<file path="src/rtl/sprite_motion_engine.sv">
// Single-sprite position/velocity engine with a self-timed update strobe and stop/wrap/bounce edges.
// Optional gravity on the y velocity is enabled by defining SPRITE_GRAVITY_EN.

module sprite_motion_axis #(
  parameter int width    = 10,
  parameter int size     = 640,
  parameter int dx_width = 4
) (
  input  logic [width-1:0]    pos,
  input  logic [dx_width-1:0] d,
  input  logic [1:0]          mode,
  output logic [width-1:0]    pos_next,
  output logic [dx_width-1:0] d_next,
  output logic                hit
);
  localparam int SW = width + 2;
  localparam logic signed [SW-1:0] MAX  = SW'(size - 1);
  localparam logic signed [SW-1:0] SIZE = SW'(size);
  localparam logic [dx_width-1:0] D_MIN = {1'b1, {(dx_width-1){1'b0}}};
  localparam logic [dx_width-1:0] D_MAX = {1'b0, {(dx_width-1){1'b1}}};

  logic signed [SW-1:0] n, res;
  logic unused_res_hi;

  always_comb begin
    n      = $signed({2'b00, pos}) + SW'($signed(d));
    hit    = (n < 0) || (n > MAX);
    res    = n;
    d_next = d;
    if (hit) begin
      case (mode)
        2'b01: res = (n < 0) ? n + SIZE : n - SIZE;
        2'b10: begin
          res    = (n < 0) ? -n : MAX + MAX - n;
          // the most negative velocity has no positive twin, so it saturates
          d_next = (d == D_MIN) ? D_MAX : -d;
        end
        default: res = (n < 0) ? '0 : MAX;
      endcase
    end
    pos_next = res[width-1:0];
  end

  assign unused_res_hi = ^res[SW-1:width];
endmodule

module sprite_motion_engine #(
  parameter int clk_mhz                           = 50,
  parameter int strobe_to_update_xy_counter_width = 20,
  parameter int x_width                           = 10,
  parameter int y_width                           = 10,
  parameter int screen_width                      = 640,
  parameter int screen_height                     = 480,
  parameter int dx_width                          = 4
) (
  input  logic                clk,
  input  logic                reset,
  input  logic                launch,
  input  logic [x_width-1:0]  launch_x,
  input  logic [y_width-1:0]  launch_y,
  input  logic [dx_width-1:0] launch_dx,
  input  logic [dx_width-1:0] launch_dy,
  input  logic [1:0]          edge_mode,
  input  logic                halt,
  output logic                strobe,
  output logic [x_width-1:0]  sprite_x,
  output logic [y_width-1:0]  sprite_y,
  output logic [dx_width-1:0] sprite_dx,
  output logic [dx_width-1:0] sprite_dy,
  output logic                active,
  output logic                edge_hit
);
  localparam int W = strobe_to_update_xy_counter_width;
  localparam int unused_clk_mhz = clk_mhz;
  localparam logic [x_width-1:0]  X_MAX  = x_width'(screen_width - 1);
  localparam logic [y_width-1:0]  Y_MAX  = y_width'(screen_height - 1);
  localparam logic [dx_width-1:0] DY_MAX = {1'b0, {(dx_width-1){1'b1}}};

  typedef enum logic {IDLE = 1'b0, MOVE = 1'b1} state_t;

  state_t              state, state_next;
  logic [W-1:0]        cnt;
  logic [1:0]          mode;
  logic                upd, stop_mode, hit_x, hit_y, hit_any;
  logic [x_width-1:0]  nx, lx;
  logic [y_width-1:0]  ny, ly;
  logic [dx_width-1:0] ndx, ndy, dy_upd;

  assign stop_mode = (mode != 2'b01) && (mode != 2'b10);
  assign upd       = strobe && (state == MOVE) && !halt && !launch;
  assign hit_any   = hit_x || hit_y;
  assign lx        = (launch_x > X_MAX) ? X_MAX : launch_x;
  assign ly        = (launch_y > Y_MAX) ? Y_MAX : launch_y;

  sprite_motion_axis #(.width(x_width), .size(screen_width), .dx_width(dx_width)) u_axis_x (
    .pos(sprite_x), .d(sprite_dx), .mode(mode), .pos_next(nx), .d_next(ndx), .hit(hit_x)
  );
  sprite_motion_axis #(.width(y_width), .size(screen_height), .dx_width(dx_width)) u_axis_y (
    .pos(sprite_y), .d(sprite_dy), .mode(mode), .pos_next(ny), .d_next(ndy), .hit(hit_y)
  );

`ifdef SPRITE_GRAVITY_EN
  assign dy_upd = (ndy == DY_MAX) ? ndy : ndy + dx_width'(1);
`else
  assign dy_upd = ndy;
`endif

  always_ff @(posedge clk) begin
    if (reset) state <= IDLE;
    else       state <= state_next;
  end

  always_comb begin
    state_next = state;
    if (launch)                           state_next = MOVE;
    else if (upd && stop_mode && hit_any) state_next = IDLE;
  end

  always_comb begin
    active = (state == MOVE);
  end

  always_ff @(posedge clk) begin
    if (reset) begin
      cnt       <= '0;
      strobe    <= 1'b0;
      mode      <= 2'b00;
      sprite_x  <= '0;
      sprite_y  <= '0;
      sprite_dx <= '0;
      sprite_dy <= '0;
      edge_hit  <= 1'b0;
    end else begin
      cnt      <= cnt + W'(1);
      strobe   <= &cnt;
      edge_hit <= 1'b0;
      if (launch) begin
        sprite_x  <= lx;
        sprite_y  <= ly;
        sprite_dx <= launch_dx;
        sprite_dy <= launch_dy;
        mode      <= edge_mode;
      end else if (upd) begin
        sprite_x  <= nx;
        sprite_y  <= ny;
        sprite_dx <= ndx;
        // the update that parks the sprite in stop mode leaves velocity untouched
        sprite_dy <= (stop_mode && hit_any) ? sprite_dy : dy_upd;
        edge_hit  <= hit_any;
      end
    end
  end
endmodule

</file>
<file path="config.mk">
export PLATFORM = sky130hd
export DESIGN_NAME = sprite_motion_engine
export DESIGN_NICKNAME = d
export VERILOG_FILES = /design/src/rtl/sprite_motion_engine.sv
export SDC_FILE = /design/constraint.sdc
export NUM_CORES = 1
export LEC_CHECK = 0
export ABC_AREA = 1
export CAP_MARGIN = 30
export CORE_UTILIZATION = 53
export CTS_BUF_LIST = sky130_fd_sc_hd__clkbuf_4 sky130_fd_sc_hd__clkbuf_8
export CTS_CLUSTER_DIAMETER = 100
export DETAILED_ROUTE_END_ITERATION = 8
export PLACE_DENSITY = 0.86
export SLEW_MARGIN = 20
export SYNTH_ARGS = -nofsm -noshare
export SYNTH_HDL_FRONTEND = slang
export SYNTH_SLANG_ARGS = --single-unit
</file>
<file path="constraint.sdc">
create_clock -name clk -period 2.9 [get_ports clk]
set_input_delay 0.58 -clock clk [delete_from_list [all_inputs] [get_ports clk]]
set_output_delay 0.58 -clock clk [all_outputs]
set_load 0.01 [all_outputs]
</file>
# == After elaboration in Yosys (flattened, before gate mapping) ==
# Cells that the tools add are included.
# word_totals
reg_bits,53
input_bits,34
out_inout_bits,31
elab_cells,86
# classes
add_sub_neg,13
magnitude_cmp,6
n_eq_ne,7
n_mux,29
bitwise_logic,1
reduce_logical,21
# op_table
cell,n
2-to-1 mux 10 bit,13
2-to-1 mux 4 bit,11
one-hot mux 10 bit (2 select lines),2
adder 11 x 4 -> 12 bit,2
"< comparator 12 x 1 -> 1 bit, second input constant",2
"adder 10 bit, second input constant",2
"adder 20 x 1 -> 20 bit, second input constant",1
negator 10 bit,2
AND reduction 20 bit,1
"subtractor 10 bit, second input constant",2
"greater-than comparator 12 x 10 -> 1 bit, second input constant",1
"greater-than comparator 12 x 11 -> 1 bit, second input constant",1
"greater-than comparator 10 bit, second input constant",1
"greater-than comparator 10 x 9 -> 1 bit, second input constant",1
nonzero test 2 bit,5
"subtractor 8 x 10 -> 10 bit, first input constant",1
"subtractor 9 x 10 -> 10 bit, first input constant",1
2-to-1 mux 9 bit,1
"equality test 4 bit, second input constant",2
negator 4 bit,2
logical AND 1 bit,7
"!= test 2 bit, second input constant",2
AND reduction 4 bit,1
logical OR 1 bit,3
8 further kinds,10

# == Longest topological paths before layout ==
# Gate-level depths: netlist of run 1.
# logic_depth
word_depth,8
mapped_depth,23
mapped_depth_nobuf,23

# == By module ==
# Synthesis of run 1 repeated with hierarchy kept, for this count alone.
# unflattened
cells_unflattened,899
hier_area_um2,5611.6
# by_module_without_submodules
mod,instances,cells_per_inst,area_each_um2,seq_area_each_um2
sprite_motion_engine,1,344,2421.1,1061.0
sprite_motion_axis (u_axis_x),1,277,1615.3,0.0
sprite_motion_axis (u_axis_y),1,278,1575.3,0.0

# == Worst setup path before layout of run 1 ==
# Ideal clock, no wire load.
# synth_timing
kind,reg2reg
startpoint,register sprite_dy[3]
endpoint,register sprite_y[9]
setup_time_ns,0.120
arrival_time_ns,3.101
required_ns,2.780
path_slack_ns,-0.321
stages_incl_launch_ff,22
path_cell_list,dfxtp_1 > ha_1 > nand2_1 > inv_1 > nand2_1 > nand2_1 > nand2_1 > nand3_1 > nand2_1 > nand2_1 > buf_4 > fa_1 > or2_2 > nand2_1 > a21oi_1 > or2_2 > nand2_1 > nand2_1 > nand3_1 > nand2_1 > nand2_1 > a21oi_1
# synth_via
elab_chain_len,7
elab_cells_between_ends,14
# synth_rtl
element,line,text
"start, declared",69,"output logic [dx_width-1:0] sprite_dy,"
"start signal, assigned",141,sprite_dy <= launch_dy;
"start signal, assigned",148,sprite_dy <= (stop_mode && hit_any) ? sprite_dy : dy_upd;
adder 11 x 4 -> 12 bit *,26,"n = $signed({2'b00, pos}) + SW'($signed(d));"
"subtractor 8 x 10 -> 10 bit, or another cell as far along",34,res = (n < 0) ? -n : MAX + MAX - n;
2-to-1 mux 10 bit (on tied branches),"34, 32",
one-hot mux 10 bit (2 select lines),31,case (mode)
2-to-1 mux 10 bit *,30,if (hit) begin
2-to-1 mux 10 bit *,143,end else if (upd) begin
2-to-1 mux 10 bit *,137,if (launch) begin
"end signal, assigned",139,sprite_y <= ly;
"end signal, assigned",145,sprite_y <= ny;
"end, declared",67,"output logic [y_width-1:0] sprite_y,"
# Mark *: on every way between the ends. The rest lies on a longest branch, timed or not. The select of a mux whose other input is x is not followed.
# A chain may end at the register's enable or synchronous reset.

# == Worst setup path in the final report of run 1 ==
# layout_timing
startpoint,register sprite_dy[0]
endpoint,register sprite_y[9]
# Same word-level chain as after synthesis.

==> results of run 1 <==
==> layout by cell type (no fill, tap or decap), types with 7 or more instances in the layout <==
| master | Yosys | final |
|---|---|---|
| o21ai_1 | 10 | 10 |
| nand3_1 | 73 | 71 |
| buf_4 | 6 | 32 |
| nand2_4 | 7 | 8 |
| a21oi_1 | 47 | 44 |
| o211ai_1 | 8 | 8 |
| inv_2 | 7 | 9 |
| nand3_2 | 5 | 7 |
| nand4_1 | 9 | 9 |
| nand2_1 | 251 | 246 |
| a21oi_2 | 7 | 10 |
| nor2_2 | 7 | 10 |
| nand2_2 | 21 | 25 |
| xor2_1 | 7 | 7 |
| nor3_1 | 10 | 10 |
| inv_1 | 124 | 122 |
| clkdlybuf4s50_1 | 0 | 64 |
| nor2_1 | 75 | 72 |
| ha_1 | 35 | 30 |
| o21ai_0 | 52 | 52 |
| dfxtp_1 | 53 | 44 |
==> registers in the layout, indices dropped and copies added, names as in the netlist <==
register and flops:
active 1, edge_hit 1, strobe 1, cnt 20, sprite_x 10, mode 2
sprite_dy 4, sprite_dx 4, sprite_y 10
==> final cells by class <==
type	count	share of cell area (%)
inverters	134	7.76
repair buffers	97	13.6
clock inverters	3	0.438
multi-input cells	681	58.2
flip-flops and latches	53	16.4
well taps	133	2.53
clock buffers	5	1.05
==> how the worst min path moves through the flow <==
stage	start	endpoint	slack, ps	cells past startpoint
floorplan	cnt[0]$_SDFF_PP0_	cnt[0]$_SDFF_PP0_	410	1
global placement	cnt[0]$_SDFF_PP0_	cnt[0]$_SDFF_PP0_	430	1
detailed placement	cnt[0]$_SDFF_PP0_	cnt[0]$_SDFF_PP0_	430	1
CTS	cnt[0]$_SDFF_PP0_	cnt[0]$_SDFF_PP0_	450	1
global route	cnt[0]$_SDFF_PP0_	cnt[0]$_SDFF_PP0_	490	1
finish	cnt[0]$_SDFF_PP0_	cnt[0]$_SDFF_PP0_	440	1
==> per-layer routing <==
layer  vias up  share of wire, %  global-route usage [%]
met3        12               7.3                    3.05
li1       3030                 -                       -
met4         0              0.97                    6.83
met2       209                48                    48.8
met1      2667                44                    37.9
met5         -                 0                       0
==> kinds of logic (layout without fill, tap and decap cells) <==
kind of cell               Yosys count  in the layout
buffers and inverters              156            239
adders and majority gates           38             38
DFF                                 53             53
and+or+nand+nor                    478            478
AOI/OAI and AO/OA                  151            151
xor gates and xnor gates            14             14
==> per-stage QoR <==
step	power [mW]	hold WS, ps	utilization [%]
detailed placement	1.91	432	65.0
global placement	1.90	425	65.0
finish	2.45	445	67.0
global route	2.62	491	67.0
CTS	2.41	450	66.1
floorplan	1.60	413	-
==> critical path, delay by kind of cell (launching register included) <==
family | cells | cell delay, ps
AOI/OAI and AO/OA | 2 | 110
adders and majority gates | 3 | 880
buffers and inverters | 3 | 170
DFF | 1 | 380
and+or+nand+nor | 14 | 1250
==> cell usage after synthesis, types with 3 or more instances <==
cell,count
inv_1,124
clkbuf_1,11
o21ai_1,10
o22ai_1,6
buf_2,4
o211ai_1,8
ha_1,35
nor2_2,7
o21ai_0,52
nand2_4,7
nand2_1,251
nand3_2,5
nor2_1,75
nand2_2,21
nand3b_1,4
dfxtp_1,53
nand3_1,73
a31oi_1,5
buf_4,6
nor3_1,10
o21bai_1,3
xnor2_1,5
xor2_1,7
a21oi_1,47
a21oi_2,7
nand4_1,9
inv_2,7
o21a_1,4
nor3_2,5
a21boi_0,4
fa_1,3
==> report_power, final <==
part	total, mW	switching, mW	internal [mW]
Sequential	0.798	0.0362	0.762
Combinational	1.15	0.693	0.454
Clock	0.504	0.322	0.182
==> timing repair <==
item | in CTS | in global routing
endpoints found under the setup margin | 1 | 15
pin swaps | 2 | 11
setup buffers | 1 | 4
resized for setup | 0 | 22
cloned | 0 | 0
==> results.md, run 1 <==
- Worst r2r src: sprite_dy[0]$_SDFFE_PP0P_
- Worst reg2reg setup slack: 20 ps
- Cell Chain, Critical Path: ha_4 > inv_2 > fa_2 > inv_2 > nand3_2 > nand2_2 > nand2_2 > nand2_1 > nand2_1 > nand2_2 > inv_2 > fa_2 > or2_4 > nand2_2 > a21oi_2 > or2_4 > nand2_2 > nand2_1 > nand3_1 > nand2_1 > nand2_1 > a21oi_1
- Die height: 103 um
- CP Launch Point: sprite_dy[0]$_SDFFE_PP0P_
- Power density over the cells: 372 mW/mm^2
- Placer congestion estimate: 0.917
- IR drop worst, VDD: 338 uV
- Core area: 0.00982 sq mm
- Final worst slack: 23.7 ps
- Yosys top cell by area: dfxtp_1
- Post-route cell area: 0.00658 sq mm
- Worst reg2reg path depth: 22
- Routed via count: 5918
- CP max-delay cell: fa_2
- Synth async-reset ratio: 0%
- Num CTS Buffers: 5
- DP HPWL: 11.2 mm
- Mean Syn Cell Area: 6.09 sq um
- Place WS: -27.8 ps
- TritonCTS clock tree: built
- Crit path kind: flip-flop to flip-flop
- Final ANT Viol Nets: 0
- CTS clk-pin slew, worst paths: 130 ps
- Vias/cell: 5.35
- Post-synthesis mux area share: 0%
- Worst Path Arrival: 3100 ps
- Iter 0 DRT Violations: 448
- Antenna violations before repair: 0
- Area contributors post-synth: dfxtp_1 (20%), nand2_1 (17%), inv_1 (8.6%), ha_1 (8.1%), nand3_1 (6.7%)
- Crit path to: sprite_y[9]$_SDFFE_PP0P_
- Dpl cell area: 0.00638 sq mm
- Simple-gate share of the synthesized area: 40.6%
- Routed len/inst: 13.1 um
- Sequential cell area: 0.00108 sq mm
- Reg-to-reg endpoint: sprite_y[9]$_SDFFE_PP0P_
- Slew @ Worst Pin: 622 ps
- Post-synth EDFFs: 0
- Largest family of logic cells by synthesized area: simple AND/OR/NAND/NOR gates
- Final hold vios: 0
- Post-synth top area share: 19.6%
- Synthesized net count: 962
- Clock tree buffer depth: 2
- LEAKAGE: 3.08 nW
- Synth Cell Area: 0.00542 sq mm
- Number of H-tree levels: 2
- Status: complete, no violations
- Layout fillers: 893
- Die width: 103 um
- # diodes: 0
- Max cap viols: 0
- DR DRC count: 0
- Setup crit start kind: flip-flop
- Initial cell density of the core: 55.2%
- Fin cells: 1106
- Post-synthesis compound-gate area fraction: 16.3%
- Worst EP required: 3130 ps
- Final net count: 1044
- CTS Hold Bufs: 0
- XOR/XNOR Fraction of Synth Area: 2.75%
- Main synth FF type: dfxtp_1
- Unrepaired setup endpoints after global routing: yes
- Count of final setup violators: 0
- Setup TNS: 0 ps
- Placed insts: 1093
- Buffers on Ports: 64
- First-pass GRT wire length: 23.8 mm
- Seq cells post-synth: 53
- Die Area: 0.0106 sq mm
- YS warnings: 0
- Number of global-route vias before repair: 5386
- Kind of capture point of the worst setup path: flip-flop
- Area added between synthesis and finish: 21.4%
- Clock latency on the worst-skew pair: 340 ps
- Final period util: 99.2%
- Critical Path Fanout Max: 3
- Layout cells sized above 1: 15.1%
- Synth Area in Adders: 9.19%
- DRT Pass-1 Iters: 5
- Slew headroom: 58.5%
- Achievable Freq: 0.348 GHz
- Row cnt: 36
- Total GRT Usage: 28.3%
- Pins Over Slew Limit: 0
- CTS Sinks: 53
- # IOs: 65
- Largest net degree at the start of global routing: 35
- Post-Syn Instances: 890
- Crit path largest cell delay: 390 ps
- Hold Path Class: flip-flop to flip-flop
- Synth unique cells: 49
- Drt total wl: 14.5 mm
- Root buf cell: clkbuf_8
- Multi-input gate area: 0.00383 sq mm
- Register area share after synthesis: 19.6%
- Post-layout minimum cycle time: 2880 ps
- Setup Skew: 20.3 ps
- Grt ovf: 0
Power figures use the tool's default switching activity.
==> inputs of run 2 (changes only) <==
Settings changed: CORE_UTILIZATION 53 to 55.
Clock period 2.9 ns to 2.8 ns, I/O delays scaled along.
==> run 2 against run 1 <==
Against the previous run: the flow now finishes with violations (negative setup slack); cell count rose by 2.3%; global-route usage grew 3.0 points; combinational power rose by 19%; worst setup slack lost 110 ps; die area fell by 3.6%; first-iteration DRC count grew 52%; clock skew is 1.2 ps lower; largest cell class unchanged; largest power group unchanged.
==> results.md, run 2 (same netlist as run 1, synthesis figures left out) <==
- Status: complete, but fails checks
- Failing checks: negative setup slack
- Final period util: 103% (+3.9 points)
- # IOs: 65 (unchanged)
- Number of H-tree levels: 2 (unchanged)
- CP max-delay cell: dfxtp_4
- Kind of capture point of the worst setup path: flip-flop
- Power density over the cells: 389 mW/mm^2 (+4.4%)
- Area added between synthesis and finish: 29.4%
- Total GRT Usage: 31.3% (+3.0 points)
- Iter 0 DRT Violations: 683 (+52%)
- CP bufs+invs: 3 (unchanged)
- Worst EP required: 3090 ps (-40 ps)
- Initial cell density of the core: 57.8% (+2.6 points)
- Final worst slack: -86.1 ps (-110 ps)
- Die Area: 0.0103 sq mm (-3.6%)
- DRT Pass-1 Iters: 6 (+1)
- Routed via count: 6308 (+6.6%)
- Slew @ Worst Pin: 614 ps (-7.97 ps)
- Pins Over Slew Limit: 0 (unchanged)
- Crit path largest cell delay: 380 ps (about the same)
- LEAKAGE: 3.25 nW (+5.7%)
- Count of final setup violators: 3 (+3)
- CTS clk-pin slew, worst paths: 140 ps (about the same)
- Hold Path Class: flip-flop to flip-flop
- Die height: 101 um (-1.8%)
- IR drop worst, VDD: 266 uV (-21%)
- Die width: 101 um (-1.8%)
- Number of flip-flops in the largest register: 20 (unchanged)
- CTS Hold Bufs: 0 (unchanged)
- Worst Path Arrival: 3170 ps (+70 ps)
- Largest net degree at the start of global routing: 35 (unchanged)
- Vias/cell: 5.58 (+4.2%)
- DR DRC count: 0 (unchanged)
- Hold_ws: 453 ps (+8.59 ps)
- Fin cells: 1131 (+2.3%)
- DP HPWL: 11.5 mm (+2.4%)
- Family with the most delay on the worst path: simple AND/OR/NAND/NOR gates
- Row cnt: 35 (-2.8%)
- Num CTS Buffers: 5 (unchanged)
- Power, Total: 2.73 mW (+11%)
- Routed len/inst: 14.8 um (+13%)
- Layout cells sized above 1: 21.1% (+5.9 points)
- # diodes: 0 (unchanged)
- Antenna violations before repair: 1 (+1)
- Final hold vios: 0 (unchanged)
- Setup Skew: 19.1 ps (-1.18 ps)
- Slew headroom: 59.1% (+0.53 points)
- Largest Register: cnt
- Root buf cell: clkbuf_8
- Most frequent cells in the layout: nand2_1 (238), inv_1 (119), nand3_1 (66), nor2_1 (65), clkdlybuf4s50_1 (64)
- Layout fillers: 734 (-18%)
- First-pass GRT wire length: 25.6 mm (+7.5%)
- Setup crit start kind: flip-flop
- Top flop regs: cnt: 20 flops, sprite_x: 10 flops, sprite_y: 10 flops
- Grt ovf: 0 (unchanged)
- Sequential cell area: 0.00109 sq mm (+0.58%)
- Core area: 0.00937 sq mm (-4.6%)
- Clock tree buffer depth: 2 (unchanged)
- TritonCTS clock tree: built
- Place WS: -30.6 ps (-2.86 ps)
- Final ANT Viol Nets: 0 (unchanged)
- Buffers on Ports: 64 (unchanged)
- Clock latency on the worst-skew pair: 340 ps (about the same)
- Number of global-route vias before repair: 5643 (+4.8%)
- Drt total wl: 16.7 mm (+16%)
- Crit path kind: flip-flop to flip-flop
- Max cap viols: 0 (unchanged)
- Multi-input gate area: 0.00402 sq mm (+5.0%)
- Cell Chain, Critical Path: ha_4 > inv_2 > fa_2 > inv_2 > nand3_2 > nand2_2 > nand2_2 > nand2_1 > nand2_1 > nand2_2 > inv_2 > fa_2 > or2_4 > nand2_2 > a21oi_2 > or2_4 > nand3_1 > nand3_1 > nand2_1 > nand2_1 > a21oi_2
- Placer congestion estimate: 0.948 (+3.3%)
- Commonest non-fill, non-tap cell in the layout: nand2_1
- Critical Path Fanout Max: 2 (-1)
- Achievable Freq: 0.346 GHz (-0.34%)
- Placed insts: 1099 (+0.55%)
- CTS Sinks: 53 (unchanged)
- Post-layout minimum cycle time: 2890 ps (+9.84 ps)
- Final net count: 1073 (+2.8%)
- Unrepaired setup endpoints after global routing: yes
run 2: changes by cell type in the layout (fill, tap and decap cells not counted), moves of 6 or more:
cell	previous run	this run
buf_4	32	58
nand2_1	246	238
nand2_2	25	31
nor2_1	72	65
run 2: repair_timing:
item                       4_1_cts  5_1_grt
pin swaps                       10       22
setup buffers                   11       16
gates resized for setup          6       69
setup endpoints to repair        1       28
run 2: final cells by class:
type	count	area share (%)
clock buffer	5	0.981
clock inverter	3	0.410
inverter	134	7.38
multi-input combinational	681	57.3
sequential	53	15.5
tap	129	2.30
timing repair buffer	126	16.1
run 2: per-stage QoR:
step,util (%),TNS [ps],cell area (sq um)
after floorplan,-,0,5490
after global placement,68.9,0,6460
after detailed placement,68.9,-30.6,6460
after CTS,71.0,-6.19,6660
after global routing,74.8,-1720,7010
final,74.8,-109,7010
run 2: final timing paths:
| path | from | endpoint | slack [ps] | depth (start not counted) |
|---|---|---|---|---|
| worst max-delay path | sprite_dy[0]$_SDFFE_PP0P_ | sprite_y[9]$_SDFFE_PP0P_ | -90 | 21 |
| worst max register to register | sprite_dy[0]$_SDFFE_PP0P_ | sprite_y[9]$_SDFFE_PP0P_ | -90 | 21 |
| worst min-delay path | cnt[0]$_SDFF_PP0_ | cnt[0]$_SDFF_PP0_ | 450 | 1 |
| worst min register to register | cnt[0]$_SDFF_PP0_ | cnt[0]$_SDFF_PP0_ | 450 | 1 |
run 2: where the power goes:
| part | internal (mW) | switching (mW) | leakage [nW] |
|---|---|---|---|
| registers | 0.789 | 0.0377 | 0.439 |
| logic | 0.558 | 0.815 | 2.76 |
| clock network | 0.189 | 0.338 | 0.0506 |
| total | 1.54 | 1.19 | 3.25 |
run 2: routing by layer:
metal	part of all wire (%)	up-vias	GRT usage [%]
li1	-	3098	-
met1	42	2822	41.4
met2	46	315	51.8
met3	8.0	71	4.90
met4	3.8	2	11.0
met5	0.060	-	0
